[src/rtl/pc_pkg.sv]
// Shared definitions for the fetch controller.
// Holds the FSM state encoding, the default reset PC and the PC width.
package pc_pkg;

  localparam int unsigned     PC_W             = 32;
  localparam logic [PC_W-1:0] PC_RESET_DEFAULT = 32'h0000_0000;

  // BOOT  : one idle cycle after reset, no fetch request.
  // FETCH : normal sequential fetching.
  // DRAIN : a redirect arrived while a request was in flight; wait for
  //         that response and throw it away.
  typedef enum logic [1:0] {
    ST_BOOT  = 2'd0,
    ST_FETCH = 2'd1,
    ST_DRAIN = 2'd2
  } fetch_state_e;

endpackage

[src/rtl/pc_fetch_ctrl_if.sv]
// Instruction-memory request/acknowledge bundle.
//   imem_req  : fetch request from the controller
//   imem_addr : fetch address from the controller
//   imem_ack  : memory accepted and returned the current request
// master = fetch controller, slave = instruction memory.
interface pc_fetch_ctrl_if;
  import pc_pkg::*;

  logic            imem_req;
  logic [PC_W-1:0] imem_addr;
  logic            imem_ack;

  modport master (output imem_req, output imem_addr, input imem_ack);
  modport slave  (input imem_req, input imem_addr, output imem_ack);

endinterface

[src/rtl/pc_target_sel.sv]
// Redirect target selection and word alignment (purely combinational).
//   pc_j/pc_b/pc_r           : jump, branch and register-jump targets
//   jump/branch_taken/jump_reg : redirect requests
//   target   : selected target with bits [1:0] cleared
//   redirect : any redirect request is active
//   misalign : raw bits [1:0] of the selected target were nonzero
module pc_target_sel
  import pc_pkg::*;
(
  input  logic [PC_W-1:0] pc_j,
  input  logic [PC_W-1:0] pc_b,
  input  logic [PC_W-1:0] pc_r,
  input  logic            jump,
  input  logic            branch_taken,
  input  logic            jump_reg,
  output logic [PC_W-1:0] target,
  output logic            redirect,
  output logic            misalign
);

  logic [PC_W-1:0] raw;

  // Priority: jump_reg, then jump, then branch_taken.
  always_comb begin
    raw = pc_b;
    if (jump_reg) begin
      raw = pc_r;
    end else if (jump) begin
      raw = pc_j;
    end
  end

  assign redirect = jump_reg | jump | branch_taken;
  assign target   = {raw[PC_W-1:2], 2'b00};
  assign misalign = redirect & (raw[1:0] != 2'b00);

endmodule

[src/rtl/pc_fetch_ctrl.sv]
// Program-counter and instruction-fetch controller.
//   clk, rst          : clock and asynchronous active-high reset
//   pc_j/pc_b/pc_r    : redirect targets
//   jump/branch_taken/jump_reg : redirect requests
//   stall             : pipeline hazard hold
//   imem              : instruction-memory request/ack bundle (master side)
//   pc, pc_plus4      : registered fetch PC and its sequential successor
//   instr_valid       : the instruction returned this cycle is to be used
//   addr_err          : a misaligned redirect target is being taken
module pc_fetch_ctrl
  import pc_pkg::*;
#(
  parameter logic [PC_W-1:0] RESET_PC = PC_RESET_DEFAULT
) (
  input  logic              clk,
  input  logic              rst,
  input  logic [PC_W-1:0]   pc_j,
  input  logic [PC_W-1:0]   pc_b,
  input  logic [PC_W-1:0]   pc_r,
  input  logic              jump,
  input  logic              branch_taken,
  input  logic              jump_reg,
  input  logic              stall,
  pc_fetch_ctrl_if.master   imem,
  output logic [PC_W-1:0]   pc,
  output logic [PC_W-1:0]   pc_plus4,
  output logic              instr_valid,
  output logic              addr_err
);

  fetch_state_e    state_q, state_d;
  logic [PC_W-1:0] pc_q, pc_d;
  logic            outst_q, outst_d;
  logic [PC_W-1:0] drain_addr_q, drain_addr_d;

  logic [PC_W-1:0] target;
  logic            redirect;
  logic            misalign;
  logic            req;
  logic            ack;

  pc_target_sel u_target_sel (
    .pc_j         (pc_j),
    .pc_b         (pc_b),
    .pc_r         (pc_r),
    .jump         (jump),
    .branch_taken (branch_taken),
    .jump_reg     (jump_reg),
    .target       (target),
    .redirect     (redirect),
    .misalign     (misalign)
  );

  assign ack      = imem.imem_ack;
  assign pc       = pc_q;
  assign pc_plus4 = pc_q + 32'd4;

  always_comb begin
    state_d        = state_q;
    pc_d           = pc_q;
    outst_d        = 1'b0;
    drain_addr_d   = drain_addr_q;
    req            = 1'b0;
    imem.imem_addr = pc_q;
    instr_valid    = 1'b0;
    addr_err       = 1'b0;

    case (state_q)
      ST_BOOT: begin
        state_d = ST_FETCH;
      end

      ST_FETCH: begin
        // A request left unacknowledged last cycle must be held even
        // if the pipeline has since stalled.
        req      = ~stall | outst_q;
        addr_err = misalign;
        if (redirect) begin
          pc_d = target;
          if (req && !ack) begin
            // Remember the in-flight address so it can be held while
            // the stale response is drained.
            drain_addr_d = pc_q;
            state_d      = ST_DRAIN;
          end
        end else begin
          outst_d = req & ~ack;
          if (req && ack && !stall) begin
            instr_valid = 1'b1;
            pc_d        = pc_plus4;
          end
        end
      end

      ST_DRAIN: begin
        req            = 1'b1;
        imem.imem_addr = drain_addr_q;
        addr_err       = misalign;
        // Later redirects overwrite the pending target.
        if (redirect) begin
          pc_d = target;
        end
        if (ack) begin
          state_d = ST_FETCH;
        end
      end

      default: begin
        state_d = ST_BOOT;
      end
    endcase

    imem.imem_req = req;
  end

  always_ff @(posedge clk or posedge rst) begin
    if (rst) begin
      state_q <= ST_BOOT;
      pc_q    <= RESET_PC;
      outst_q <= 1'b0;
    end else begin
      state_q <= state_d;
      pc_q    <= pc_d;
      outst_q <= outst_d;
    end
  end

  // Only read in DRAIN, which is always entered through a capture.
  always_ff @(posedge clk) begin
    drain_addr_q <= drain_addr_d;
  end

endmodule

[src/flat_wrapper.sv]
// flat-port wrapper written by rule: the top's interface ports become plain ports
module pc_fetch_ctrl_flat import pc_pkg::*;
#(
  parameter logic [PC_W-1:0] RESET_PC = PC_RESET_DEFAULT
)
  (clk, rst, pc_j, pc_b, pc_r, jump, branch_taken, jump_reg, stall, pc, pc_plus4, instr_valid, addr_err, imem_imem_req, imem_imem_addr, imem_imem_ack);
  pc_fetch_ctrl_if imem_i ();
  input  logic clk;
  input  logic rst;
  input  logic [PC_W-1:0] pc_j;
  input  logic [PC_W-1:0] pc_b;
  input  logic [PC_W-1:0] pc_r;
  input  logic jump;
  input  logic branch_taken;
  input  logic jump_reg;
  input  logic stall;
  output logic [PC_W-1:0] pc;
  output logic [PC_W-1:0] pc_plus4;
  output logic instr_valid;
  output logic addr_err;
  output wire logic [$bits(imem_i.imem_req)-1:0] imem_imem_req;
  output wire logic [$bits(imem_i.imem_addr)-1:0] imem_imem_addr;
  input wire logic [$bits(imem_i.imem_ack)-1:0] imem_imem_ack;
  assign imem_imem_req = imem_i.imem_req;
  assign imem_imem_addr = imem_i.imem_addr;
  assign imem_i.imem_ack = imem_imem_ack;
  pc_fetch_ctrl #(.RESET_PC(RESET_PC)) u_core (.clk(clk), .rst(rst), .pc_j(pc_j), .pc_b(pc_b), .pc_r(pc_r), .jump(jump), .branch_taken(branch_taken), .jump_reg(jump_reg), .stall(stall), .imem(imem_i), .pc(pc), .pc_plus4(pc_plus4), .instr_valid(instr_valid), .addr_err(addr_err));
endmodule
[config.mk]
export PLATFORM = sky130hd
export DESIGN_NAME = pc_fetch_ctrl_flat
export DESIGN_NICKNAME = d
export VERILOG_FILES = /design/src/rtl/pc_pkg.sv /design/src/rtl/pc_fetch_ctrl_if.sv /design/src/rtl/pc_target_sel.sv /design/src/rtl/pc_fetch_ctrl.sv /design/src/flat_wrapper.sv
export SDC_FILE = /design/constraint.sdc
export NUM_CORES = 1
export LEC_CHECK = 0
export CAP_MARGIN = 20
export CORE_ASPECT_RATIO = 1.25
export CORE_MARGIN = 4
export CORE_UTILIZATION = 38
export DETAILED_ROUTE_END_ITERATION = 16
export PLACE_DENSITY = 0.77
export SLEW_MARGIN = 20
export SYNTH_ARGS = -nofsm -noshare
export SYNTH_HDL_FRONTEND = slang
export SYNTH_SLANG_ARGS = --single-unit
[constraint.sdc]
create_clock -name clk -period 2.5 [get_ports clk]
set_input_delay 0.625 -clock clk [delete_from_list [all_inputs] [get_ports clk]]
set_output_delay 0.625 -clock clk [all_outputs]
set_load 0.02 [all_outputs]
==> impl_metrics.json <==
{
  "grt_usage": 0.245,
  "finalHoldViolCount": 0,
  "p_leak_nw": 3.37,
  "hpwlAfterDp_um": 12600,
  "final_common_cell": "clkdlybuf4s50_1",
  "n_antenna_cell": 0,
  "num-nets-final": 861,
  "wl_um": 17400,
  "ir_drop_mv": 0.684,
  "die_area_um2": 13400,
  "cp.required_ps": 1880,
  "synth.distinct_cells": 48,
  "outcome": "finished, violations left",
  "ant_nets": 0,
  "worstReg2RegStart": "u_core.state_q[1]",
  "syn_inst": 469,
  "die_h_um": 128,
  "fillerInstances": 857,
  "setup_slack_ps": -173,
  "drt_iter0_drc": 272,
  "combinationalPowerShare": 0.669,
  "grt_max_degree": 37,
  "min_path_cells": 1,
  "p_sw_frac": 0.438,
  "clkPwrFrac": 0.149,
  "io_pins": 202,
  "cts_buffers": 9,
  "synth_edf_count": 30,
  "r2r-end": "u_core.pc[17]",
  "gp_congestion": 0.846,
  "arrival_ps": 2050,
  "setup_viol_count_final": 16,
  "place_area_um2": 7140,
  "crit_type": "register to output port",
  "initial_core_util": 0.392,
  "grt_pass1_wl_um": 26500,
  "ys_ff_latch": 63,
  "crit_top_cell": "buf_6",
  "end_kind": "output port",
  "synth_area_um2": 4410,
  "clk_pin_slew_ps": 60,
  "rows": 43,
  "finClkSkew_ps": 7.24,
  "mostFrequentLayoutCells": "clkdlybuf4s50_1 (132), buf_4 (113), nand2_1 (43)",
  "wl_per_cell_um": 19.5,
  "drv_cap": 0,
  "root_buffer": "clkbuf_16",
  "cp_slowest_cell": "dfrtp_1",
  "p_switching_mw": 4.27,
  "period_share": 1.07,
  "power_density_nw_per_um2": 1250,
  "slowest_delay_ps": 400,
  "worstSkewPairLatency_ps": 330,
  "regToRegSetupSlack_ps": 230,
  "yosysSeqAreaShare": 0.392,
  "io_buffers": 195,
  "tightest_slew_ps": 619,
  "cts_tree": "built",
  "place_ws_ps": -354,
  "crit_fanout": 3,
  "clock.fmax_mhz": 374,
  "seq_power_share": 0.182,
  "relSlewSlack": 0.586,
  "cts.sinks": 63,
  "grt_pass1_vias": 5126,
  "yosys_warnings": 0,
  "core_area_um2": 11200,
  "async_flop_share": 0.524,
  "drv_slew": 0,
  "p_int_mw": 5.48,
  "antenna_found_initial": 0,
  "holdBufCountCts": 0,
  "routed_via_density": 5.55,
  "ff2ff_path_depth": 9,
  "die-width_um": 104,
  "hold_class": "register to register",
  "worstPathCellList": "buf_6 > buf_6 > nand4_1 > nor2_2 > buf_6 > and4_4 > xor2_1 > buf_4",
  "hp-start": "u_core.state_q[1]",
  "min_to": "u_core.state_q[1]",
  "layout_min_cycle_time_ps": 2670,
  "drc": 0,
  "drive_gt1_frac": 0.300,
  "synth_flop_cell": "dfrtp_1",
  "grt_setup_unrepaired": "yes",
  "drt-pass1-iter-count": 4,
  "syn2layout_area_growth_pct": 77.1,
  "overflow": 0,
  "vias": 4960,
  "avgSynthCellArea_um2": 9.40,
  "clock_path_buffers": 2,
  "violations": "negative setup slack",
  "h-tree-depth": 3,
  "startpoint_type": "register",
  "fin_area_um2": 7810
}
[worst max-delay path: cells and delay by family, from the launching register on]
kind          cells  cell delay (ps)
xor+xnor          1              150
buf+inv           4              500
flops             1              400
simple gates      3              650
[worst max path at each step]
stage,from,end,slack [ps],cells after the start
floorplan,jump,addr_err,20,6
global placement,branch_taken,addr_err,-350,5
detailed placement,branch_taken,addr_err,-350,5
CTS,u_core.pc[8],pc_plus4[18],-100,8
global route,u_core.pc[8],pc_plus4[18],-300,8
finish,u_core.pc[8],pc_plus4[18],-170,8
[through the flow]
| step | util | cells | setup TNS (ps) | total power, mW | hold slack (ps) |
|---|---|---|---|---|---|
| floorplan | - | 474 | 0 | 5.05 | 486 |
| global placement | 0.635 | 860 | -4110 | 8.09 | 508 |
| detailed placement | 0.635 | 860 | -4690 | 8.21 | 541 |
| CTS | 0.677 | 887 | -667 | 9.56 | 589 |
| global route | 0.694 | 894 | -2980 | 10.2 | 618 |
| finish | 0.694 | 894 | -993 | 9.74 | 588 |
[cells in the mapped netlist, types with 2 or more instances]
| cell | instances | area [um2] |
|---|---|---|
| buf_2 | 9 | 45.0 |
| a31oi_1 | 8 | 50.1 |
| nor2_1 | 34 | 128 |
| mux2i_1 | 31 | 310 |
| a22oi_1 | 9 | 67.6 |
| or3_1 | 7 | 43.8 |
| mux2_2 | 26 | 293 |
| o2bb2a_1 | 3 | 30.0 |
| a211oi_1 | 8 | 60.1 |
| and4_1 | 5 | 43.8 |
| o22ai_1 | 6 | 37.5 |
| nand3_1 | 25 | 125 |
| and3_1 | 5 | 31.3 |
| buf_4 | 11 | 82.6 |
| buf_1 | 3 | 11.3 |
| nand4_1 | 12 | 75.1 |
| nand2b_1 | 3 | 18.8 |
| xor2_1 | 5 | 43.8 |
| nand2_1 | 48 | 180 |
| or4_1 | 2 | 15.0 |
| o21ai_1 | 2 | 10.0 |
| o32a_1 | 2 | 20.0 |
| dfrtp_1 | 33 | 826 |
| nor4_1 | 2 | 12.5 |
| buf_6 | 3 | 33.8 |
| xnor2_1 | 23 | 201 |
| a2bb2oi_1 | 2 | 17.5 |
| nor3_1 | 5 | 25.0 |
| ha_1 | 4 | 50.1 |
| edfxtp_1 | 30 | 901 |
| o22a_1 | 10 | 87.6 |
| inv_1 | 10 | 37.5 |
| nand4_4 | 2 | 42.5 |
| a211o_1 | 3 | 26.3 |
| clkbuf_1 | 14 | 52.6 |
| and2_1 | 3 | 18.8 |
| o21ai_0 | 28 | 140 |
| a21oi_1 | 23 | 115 |
[logic make-up (layout without fill, tap and decap cells)]
family / after synthesis / after routing / synth area share
xor gates and xnor gates: 28 / 28 / 0.0556
and+or+nand+nor: 157 / 157 / 0.183
DFF: 63 / 63 / 0.392
buffers and inverters: 51 / 336 / 0.0630
other: 1 / 6 / 0.000850
AOI/OAI and AO/OA: 108 / 108 / 0.157
muxes: 57 / 57 / 0.137
adders and majority gates: 4 / 4 / 0.0114
[cell type report]
cell class / instances / area [um2] / area share
repair buffers: 310 / 2830 / 0.362
multi-input cells: 360 / 2710 / 0.347
flip-flops and latches: 63 / 1730 / 0.221
clock buffers: 10 / 229 / 0.0293
well taps: 135 / 169 / 0.0216
clock inverters: 6 / 109 / 0.0139
inverters: 10 / 37.5 / 0.00481
[power by group through the flow]
stage | Clock (mW) | Combinational [mW] | Sequential (mW)
after floorplan | 0 | 2.85 | 2.20
after global placement | 0 | 6.35 | 1.74
after detailed placement | 0 | 6.46 | 1.75
after CTS | 1.46 | 6.35 | 1.75
after global routing | 1.51 | 6.90 | 1.82
final | 1.45 | 6.52 | 1.78
[per-layer routing]
| metal | part of all wire | global-route usage |
|---|---|---|
| met4 | 0.034 | 0.0962 |
| met3 | 0.046 | 0.0346 |
| met1 | 0.38 | 0.282 |
| met5 | 0 | 0 |
| met2 | 0.54 | 0.460 |
[sequential cells by signal, indices dropped and copies added, names as in the netlist]
| name | count |
|---|---|
| u_core.drain_addr_q | 30 |
| u_core.pc | 30 |
| u_core.state_q | 2 |
| u_core.outst_q | 1 |
[timing repair]
action,4_1_cts,5_1_grt
endpoints found under the setup margin,60,31
buffers inserted,12,9
pin swaps,21,26
resized for setup,192,40
(Power assumes the default switching activity.)
